**src/rtl/cache_data_ctrl_pkg.sv**
```systemverilog
// Shared types, widths and address-field helpers for the direct-mapped write-through cache controller.
package cache_data_ctrl_pkg;

  localparam int ADDR_W      = 32;
  localparam int DATA_W      = 32;
  localparam int INDEX_W     = 6;
  localparam int TAG_W       = ADDR_W - INDEX_W - 2;
  localparam int CACHE_LINES = 2 ** INDEX_W;

  typedef enum logic [1:0] {
    IDLE,
    LOOKUP,
    MEM_RD,
    MEM_WR
  } state_e;

  function automatic logic [INDEX_W-1:0] get_index(input logic [ADDR_W-1:0] addr);
    return addr[INDEX_W+1:2];
  endfunction

  function automatic logic [TAG_W-1:0] get_tag(input logic [ADDR_W-1:0] addr);
    return addr[ADDR_W-1:INDEX_W+2];
  endfunction

endpackage

```
**src/rtl/cache_data_ctrl_tag_array.sv**
```systemverilog
// Tag storage plus valid vector; the read port is registered so its output lines up with the data RAM.
module cache_data_ctrl_tag_array
  import cache_data_ctrl_pkg::*;
(
  input  logic               clk_i,
  input  logic               clear_i,
  input  logic [INDEX_W-1:0] rd_idx_i,
  input  logic               we_i,
  input  logic [INDEX_W-1:0] wr_idx_i,
  input  logic [TAG_W-1:0]   wr_tag_i,
  output logic [TAG_W-1:0]   rd_tag_o,
  output logic               rd_valid_o
);

  logic [TAG_W-1:0]       tag_mem [CACHE_LINES];
  logic [CACHE_LINES-1:0] valid_q;
  logic [TAG_W-1:0]       rd_tag_q;
  logic                   rd_valid_q;

  // NOTE: sequential state uses non-blocking assignments so every register samples pre-edge values.
  always_ff @(posedge clk_i) begin
    if (clear_i) begin
      valid_q <= '0;
    end else if (we_i) begin
      valid_q[wr_idx_i] <= 1'b1;
    end
  end

  // NOTE: the tag memory has no reset; an entry is only meaningful once its valid bit is set.
  always_ff @(posedge clk_i) begin
    if (we_i) begin
      tag_mem[wr_idx_i] <= wr_tag_i;
    end
  end

  always_ff @(posedge clk_i) begin
    rd_tag_q <= tag_mem[rd_idx_i];
    if (clear_i) begin
      rd_valid_q <= 1'b0;
    end else begin
      rd_valid_q <= valid_q[rd_idx_i];
    end
  end

  assign rd_tag_o   = rd_tag_q;
  assign rd_valid_o = rd_valid_q;

endmodule

```
**src/rtl/cache_data_ctrl.sv**
```systemverilog
// Direct-mapped, one-word-per-line, write-through cache controller between the MEM stage and the memory bus.
module cache_data_ctrl
  import cache_data_ctrl_pkg::*;
(
  input  logic               clk_i,
  input  logic               rst_i,
  input  logic               cpu_req_i,
  input  logic               cpu_we_i,
  input  logic [ADDR_W-1:0]  cpu_addr_i,
  input  logic [DATA_W-1:0]  cpu_wdata_i,
  output logic               cpu_done_o,
  output logic [DATA_W-1:0]  cpu_rdata_o,
  input  logic               flush_i,
  output logic [INDEX_W-1:0] ram_addr_o,
  output logic [DATA_W-1:0]  ram_wdata_o,
  output logic               ram_write_o,
  input  logic [DATA_W-1:0]  ram_rdata_i,
  output logic               mem_req_o,
  output logic               mem_we_o,
  output logic [ADDR_W-1:0]  mem_addr_o,
  output logic [DATA_W-1:0]  mem_wdata_o,
  input  logic               mem_ack_i,
  input  logic [DATA_W-1:0]  mem_rdata_i,
  output logic [31:0]        hit_cnt_o,
  output logic [31:0]        miss_cnt_o
);

  state_e              state_q;
  logic [ADDR_W-1:0]   addr_q;
  logic                we_q;
  logic [DATA_W-1:0]   wdata_q;
  logic                cpu_done_q;
  logic [DATA_W-1:0]   cpu_rdata_q;
  logic                mem_req_q;
  logic                mem_we_q;
  logic [ADDR_W-1:0]   mem_addr_q;
  logic [DATA_W-1:0]   mem_wdata_q;
  logic [31:0]         hit_cnt_q;
  logic [31:0]         miss_cnt_q;

  logic [TAG_W-1:0]    rd_tag;
  logic                rd_valid;
  logic                hit;
  logic                accept;
  logic                tag_clear;

  // The completion cycle is skipped so a request still held high alongside cpu_done is not re-accepted.
  assign accept    = (state_q == IDLE) && !flush_i && cpu_req_i && !cpu_done_q;
  assign tag_clear = rst_i || ((state_q == IDLE) && flush_i);
  assign hit       = rd_valid && (rd_tag == get_tag(addr_q));

  assign ram_addr_o  = (state_q == IDLE) ? get_index(cpu_addr_i) : get_index(addr_q);
  assign ram_wdata_o = (state_q == MEM_RD) ? mem_rdata_i : wdata_q;
  // Gated by reset so an ack landing on the reset edge cannot commit a refill.
  assign ram_write_o = !rst_i && (((state_q == LOOKUP) && we_q) ||
                                  ((state_q == MEM_RD) && mem_ack_i));

  cache_data_ctrl_tag_array u_tag_array (
    .clk_i      (clk_i),
    .clear_i    (tag_clear),
    .rd_idx_i   (ram_addr_o),
    .we_i       (ram_write_o),
    .wr_idx_i   (get_index(addr_q)),
    .wr_tag_i   (get_tag(addr_q)),
    .rd_tag_o   (rd_tag),
    .rd_valid_o (rd_valid)
  );

  always_ff @(posedge clk_i) begin
    if (rst_i) begin
      state_q     <= IDLE;
      addr_q      <= '0;
      we_q        <= 1'b0;
      wdata_q     <= '0;
      cpu_done_q  <= 1'b0;
      cpu_rdata_q <= '0;
      mem_req_q   <= 1'b0;
      mem_we_q    <= 1'b0;
      mem_addr_q  <= '0;
      mem_wdata_q <= '0;
      hit_cnt_q   <= '0;
      miss_cnt_q  <= '0;
    end else begin
      cpu_done_q <= 1'b0;
      case (state_q)
        IDLE: begin
          if (accept) begin
            addr_q  <= cpu_addr_i;
            we_q    <= cpu_we_i;
            wdata_q <= cpu_wdata_i;
            state_q <= LOOKUP;
          end
        end
        LOOKUP: begin
          if (hit) begin
            hit_cnt_q <= hit_cnt_q + 32'd1;
          end else begin
            miss_cnt_q <= miss_cnt_q + 32'd1;
          end
          if (we_q) begin
            mem_req_q   <= 1'b1;
            mem_we_q    <= 1'b1;
            mem_addr_q  <= addr_q;
            mem_wdata_q <= wdata_q;
            state_q     <= MEM_WR;
          end else if (hit) begin
            cpu_rdata_q <= ram_rdata_i;
            cpu_done_q  <= 1'b1;
            state_q     <= IDLE;
          end else begin
            mem_req_q  <= 1'b1;
            mem_we_q   <= 1'b0;
            mem_addr_q <= addr_q;
            state_q    <= MEM_RD;
          end
        end
        MEM_RD: begin
          if (mem_ack_i) begin
            mem_req_q   <= 1'b0;
            cpu_rdata_q <= mem_rdata_i;
            cpu_done_q  <= 1'b1;
            state_q     <= IDLE;
          end
        end
        MEM_WR: begin
          if (mem_ack_i) begin
            mem_req_q  <= 1'b0;
            mem_we_q   <= 1'b0;
            cpu_done_q <= 1'b1;
            state_q    <= IDLE;
          end
        end
        default: state_q <= IDLE;
      endcase
    end
  end

  assign cpu_done_o  = cpu_done_q;
  assign cpu_rdata_o = cpu_rdata_q;
  assign mem_req_o   = mem_req_q;
  assign mem_we_o    = mem_we_q;
  assign mem_addr_o  = mem_addr_q;
  assign mem_wdata_o = mem_wdata_q;
  assign hit_cnt_o   = hit_cnt_q;
  assign miss_cnt_o  = miss_cnt_q;

endmodule
```
**config.mk**
```make
export PLATFORM = sky130hd
export DESIGN_NAME = cache_data_ctrl
export DESIGN_NICKNAME = d
export VERILOG_FILES = /design/src/rtl/cache_data_ctrl_pkg.sv /design/src/rtl/cache_data_ctrl_tag_array.sv /design/src/rtl/cache_data_ctrl.sv
export SDC_FILE = /design/constraint.sdc
export NUM_CORES = 2
export LEC_CHECK = 0
export CAP_MARGIN = 20
export CELL_PAD_IN_SITES_DETAIL_PLACEMENT = 1
export CELL_PAD_IN_SITES_GLOBAL_PLACEMENT = 2
export CORE_UTILIZATION = 25
export CTS_BUF_LIST = sky130_fd_sc_hd__clkbuf_2
export DETAILED_ROUTE_END_ITERATION = 10
export GPL_TIMING_DRIVEN = 0
export PLACE_DENSITY_LB_ADDON = 0.25
export SLEW_MARGIN = 15
export SYNTH_ARGS = -nofsm -noshare
export SYNTH_HDL_FRONTEND = slang
export SYNTH_SLANG_ARGS = --single-unit
```
**constraint.sdc**
```tcl
create_clock -name clk_i -period 4.3 [get_ports clk_i]
set_input_delay 0.43 -clock clk_i [delete_from_list [all_inputs] [get_ports clk_i]]
set_output_delay 0.43 -clock clk_i [all_outputs]
set_load 0.02 [all_outputs]
```
After elaboration in Yosys (flattened, before gate mapping)
Memories as Yosys holds them, arrays and structs flattened. A register that Yosys moved wholly into a read port is not among the register bits.
Cells that the tools add are included.

word-level totals
  register bits after elaboration = 295
  memory bits (writable) = 1536
  output and inout port bits = 202
  word-level logic and storage cells = 92
  memories kept = 1

memories
  memory               depth  width  rd ports  clocked after memory_dff  wr ports  RTL line                         RTL
  u_tag_array.tag_mem  64     24     1         1                         1         cache_data_ctrl_tag_array.sv:15  logic [TAG_W-1:0] tag_mem [CACHE_LINES];

operators by class
  add/sub/neg operators = 2
  order comparisons = 3
  equality and inequality tests = 12
  muxes and demuxes = 30
  bitwise operators = 2
  reduce and logical (&&, ||, !) cells = 28

operators by type and width
  kind                   count
  $mux 32                6
  $add 32x1->32 const B  2
  $or 64x64->64          1
  $pmux 32 s2            1
  $eq 24x24->1           1
  $lt 6x7->1 const B     2
  $mux 1                 12
  $ne 2x2->1 const B     6
  $reduce_and 2->1       6
  $logic_and 1x1->1      9
  $mux 2                 4
  $bmux 1 s6             1
  $demux 1 s6            1
  $ge 6x1->1 const B     1
  $mux 6                 1
  $pmux 1 s2             3
  $pmux 2 s3             1
  $reduce_and 3->1       2
  $reduce_bool 2->1      3
  $eq 2x2->1 const B     2
  $reduce_and 4->1       1
  $logic_not 1->1        3
  $ne 3x3->1 const B     1
  $eq 2x1->1 const B     1
  5 further kinds        6

Depth between registers and ports, before layout
  word-level depth = 6
  depth in mapped cells = 12
  gate-level depth less buffers = 8

Modules after synthesis
A second synthesis with hierarchy kept.

unflattened totals
  cells, all modules = 4263
  area total of the unflattened synthesis = 72052.9 um2

by module, submodules not included
  module                     instances  cells each  area each (um2)  seq. area each (um2)
  cache_data_ctrl_tag_array  1          3006        62118.3          47905.9
  cache_data_ctrl            1          1257        9934.5           4604.4

Worst setup path after synthesis
OpenSTA, ideal clock, no wires.

  path type = register to register
  from = register state_q[1]
  to = memory u_tag_array.tag_mem[55][0] (netlist name), enable pin
  setup time = 0.406 ns
  arrival = 3.029 ns
  path slack = 0.865 ns
  cell stages (with the launch flop) = 9
  buffers on the path = 2
  period minus slack after synthesis = 3.435 ns
  cell sequence = dfxtp_1 -> buf_6 -> buf_2 -> nand2_1 -> or2_2 -> a21oi_1 -> and2b_1 -> nand3_1 -> nor2_1

between the ends
  word-level cells in the longest chain between the ends = 6
  elaborated cells on any way between the ends = 8
  those cells by class = eq/ne (2); mux (2); reduce/logical (4)

RTL lines
  what                                             RTL line                                      RTL
  from (decl)                                      cache_data_ctrl.sv:28                         state_e state_q;
  from (signal assigned)                           cache_data_ctrl.sv:71                         state_q <= IDLE;
  from (signal assigned)                           cache_data_ctrl.sv:91                         state_q <= LOOKUP;
  from (signal assigned)                           cache_data_ctrl.sv:105                        state_q <= MEM_WR;
  $eq 2x1->1 / $eq 2x2->1 (equally long branches)  cache_data_ctrl.sv:55, cache_data_ctrl.sv:56
  $logic_and 1x1->1, on equally long branches      cache_data_ctrl.sv:55, cache_data_ctrl.sv:56
  $logic_or 1x1->1 (*)                             cache_data_ctrl.sv:55                         assign ram_write_o = !rst_i && (((state_q == LOOKUP) && we_q) ||
  $logic_and 1x1->1 (*)                            cache_data_ctrl.sv:55
  via ram_write_o                                  cache_data_ctrl.sv:16                         output logic ram_write_o,
  $mux 1 (*)                                       cache_data_ctrl_tag_array.sv:31               if (we_i) begin
  $mux 1 (implied by the code) (*)                 cache_data_ctrl_tag_array.sv:32               tag_mem[wr_idx_i] <= wr_tag_i;
  to (decl)                                        cache_data_ctrl_tag_array.sv:15

The timed path passes the listed nets; every way through them passes the cells marked *.

Worst setup path in the final report
  from = register state_q[1]
  to = register u_tag_array.rd_tag_q[9] (netlist: u_tag_array.rd_tag_o[9]) (read register of u_tag_array.tag_mem)

between the ends
  word-level cells in the longest chain between the ends = 2

RTL lines
  what             RTL line                         RTL
  $logic_not 2->1  cache_data_ctrl.sv:52            assign ram_addr_o = (state_q == IDLE) ? get_index(cpu_addr_i) : get_index(addr_q);
  $mux 6           cache_data_ctrl.sv:52
  to (decl)        cache_data_ctrl_tag_array.sv:17  logic [TAG_W-1:0] rd_tag_q;

Every way passes these cells.
A chain may end at the register's enable or synchronous reset.

==> results.cfg <==
[run_status]
status = complete, no violations

[synthesis]
yosysSeqAreaShare_pct = 72.5
syn_avg_cell_area_um2 = 12.8
synth_warnings = 0
ys_ff_latch = 1855
synth_edf_count = 1536
async_flop_share_pct = 0
ys_types = 69
synth_area_um2 = 72500
synth_top_flop_cell = edfxtp_1
syn_nets = 5802
postSynthCellCount = 5666

[worst_setup_path]
cp_max_fo = 10
crit_path_start_kind = register
r2r_slack_ns = 0.04
cp_data_arrival_time_ns = 5.85
required_ns = 5.89
critPathKind = register to register
end_kind = register

[clock_network]
cts_tree = yes
insertion_delay_ns = 1.76
clk_pin_slew_ns = 0.12
htreeDepth = 6
cts.sinks = 1855
cts_buffer_depth = 4
cts-buffers-inserted = 526
root_buffer = clkbuf_2

[floorplan]
io_pins = 336
die_area_um2 = 292000
row_count = 197
core_area_um2 = 288000
fp.dieH_um = 540
dieWidth_um = 540
start_util_pct = 25.2

[drt]
drt_wl_total_um = 293000
drtIter0Drc = 3617
wire_per_inst_um = 26.3
ant_nets = 0
first_pass_iters = 5
vias = 53100
drc = 0
vias_per_cell = 4.75

[pwr]
power_mw = 36.7
p_per_area_nw_per_um2 = 400
irDropWorstVdd_uv = 202
p_leak_nw = 32.5

[finish]
utilization_pct = 31.9
syn_to_final_growth_pct = 26.7
final_nets = 7137
drive_above_1_share_pct = 16.8

[placement]
finalWeightedCongestion = 0.862
dpl_worst_slack_ns = -0.924
place_hpwl_um = 207000
port-buffer-count = 334

[timing]
hold_violations = 0
setup_violations = 0
worstMarginPinSlew_ns = 1.19
slew_viol_final = 0
finClkSkew_ns = 0.216
slew_headroom_pct = 20.8
timing.fmax_ghz = 0.235
setup_ws_ns = 0.0399
fin_crit_ns = 4.26
fin_crit_sh_pct = 99.1

[grt]
grt_max_degree = 64
grt_antenna_before_repair = 55
overflow = 0
grt_pass1_vias = 55900
gr-usage-all-layers_pct = 19.7
grt_pass1_wl_um = 412000

[worst_hold_path]
hold_path_class = input pin to register

[flow_run]
maxCapViolCount = 0
## cells in the final DEF, fill, tap and decap left out, types with 72 or more instances in the layout
master	instances
a31oi_1	100
dfxtp_1	292
and3_1	116
a21oi_1	361
clkdlybuf4s50_1	296
o22ai_1	72
mux2i_1	182
nor2_1	126
clkbuf_1	236
nand2_1	1445
dlygate4sd3_1	371
nand3_1	238
a211oi_1	99
o2111ai_1	96
edfxtp_1	1536
clkbuf_2	826
nor4_1	100
buf_2	92
## flip-flops by register name, summed over array words and instances (netlist names)
| name | cells |
|---|---|
| cpu_rdata_o | 32 |
| hit_cnt_o | 32 |
| u_tag_array.rd_tag_o | 24 |
| u_tag_array.rd_valid_o | 1 |
| mem_we_o | 1 |
| mem_req_o | 1 |
| u_tag_array.tag_mem | 1536 |
| cpu_done_o | 1 |
| addr_q | 32 |
| u_tag_array.valid_q | 64 |
| miss_cnt_o | 32 |
| wdata_q | 32 |
| we_q | 1 |
| state_q | 2 |
| mem_wdata_o | 32 |
| mem_addr_o | 32 |
## worst max-delay path, cell delays in order, from the launching register on
cell	delay, ns
dfxtp_4	0.44
or3b_1	0.13
clkbuf_1	0.61
clkbuf_1	0.82
clkbuf_1	0.48
and3_1	0.24
a211oi_1	0.05
a31oi_1	0.25
o2111ai_1	0.50
a221o_1	0.52
o21ai_1	0.08
## timing repair
action,in CTS,in global routing
hold buffers,371,0
setup endpoints to repair,1633,17
gates resized for setup,153,18
setup buffers,14,0
gates cloned,0,0
pin swaps,4,0
endpoints found under the hold margin,266,0
## through the flow
stage / setup TNS [ns] / instance area, µm² / hold WS, ns / instances
after floorplan: 0 / 72500 / 0.433 / 5666
after global placement: -2789.49 / 80600 / 0.443 / 9781
after detailed placement: -642.93 / 83100 / 0.449 / 9871
after CTS: -0.0864 / 91800 / 0.0176 / 11100
after global routing: -0.00662 / 91800 / 0.137 / 11100
final: 0 / 91900 / 0.217 / 11200
## cells in the mapped netlist (19+ instances only)
cell type	n	area, µm²
edfxtp_1	1536	46100
nand2_1	1449	5440
a21oi_1	363	1820
dfxtp_1	319	6390
clkbuf_1	253	950
nand3_1	238	1190
nor2_1	191	717
mux2i_1	184	1840
and3_1	116	726
a31oi_1	100	626
nor4_1	100	626
a211oi_1	99	743
o2111ai_1	96	841
buf_2	85	425
o22ai_1	72	450
o21a_1	67	503
xnor2_1	47	412
a311oi_1	32	280
nand4_1	32	200
a221o_1	25	250
o21ai_1	25	125
a32o_1	24	240
o21ai_0	24	120
xor2_1	23	201
buf_1	20	75.1
buf_4	19	143
## cells by family (layout without fill, tap and decap cells)
kind of cell	after synthesis	after routing	share of synthesized area (%)
AOI/OAI and AO/OA	948	948	8.53
other	0	24	0
DFF	1855	1855	72.5
xor gates and xnor gates	70	70	0.846
muxes	186	186	2.58
adders and majority gates	2	2	0.0345
buffers and inverters	398	2084	2.39
and+or+nand+nor	2207	2207	13.2
## area by class of cell
| type | count | area (µm²) |
|---|---|---|
| antenna | 24 | 60.1 |
| buffer | 381 | 1820 |
| clock buffer | 811 | 4060 |
| clock inverter | 68 | 533 |
| fill | 31500 | 196000 |
| inverter | 14 | 75.1 |
| multi-input combinational | 3413 | 18800 |
| sequential | 1855 | 52600 |
| tap | 3781 | 4730 |
| timing repair buffer | 810 | 9160 |
## power breakdown
group          internal [mW]  switching [mW]  total [mW]
combinational           1.15            2.65        3.79
clock                   5.49            7.81        13.3
sequential              19.5           0.181        19.6
## layer usage
metal / vias to the layer above / GRT usage (%) / part of all wire, %
li1: 23900 / - / -
met3: 486 / 4.71 / 6.0
met2: 1528 / 32.1 / 47
met5: - / 0 / 0.074
met1: 27100 / 25.1 / 44
met4: 36 / 7.25 / 3.5
## worst paths after layout
check                   from                 endpoint  cells after the start
max               state_q[1]  u_tag_array.rd_tag_o[9]                     10
min                    rst_i           miss_cnt_o[31]                      4
min reg2reg  mem_wdata_o[29]          mem_wdata_o[29]                      2
max reg2reg       state_q[1]  u_tag_array.rd_tag_o[9]                     10
No activity file was read; power rests on OpenSTA's default activity.
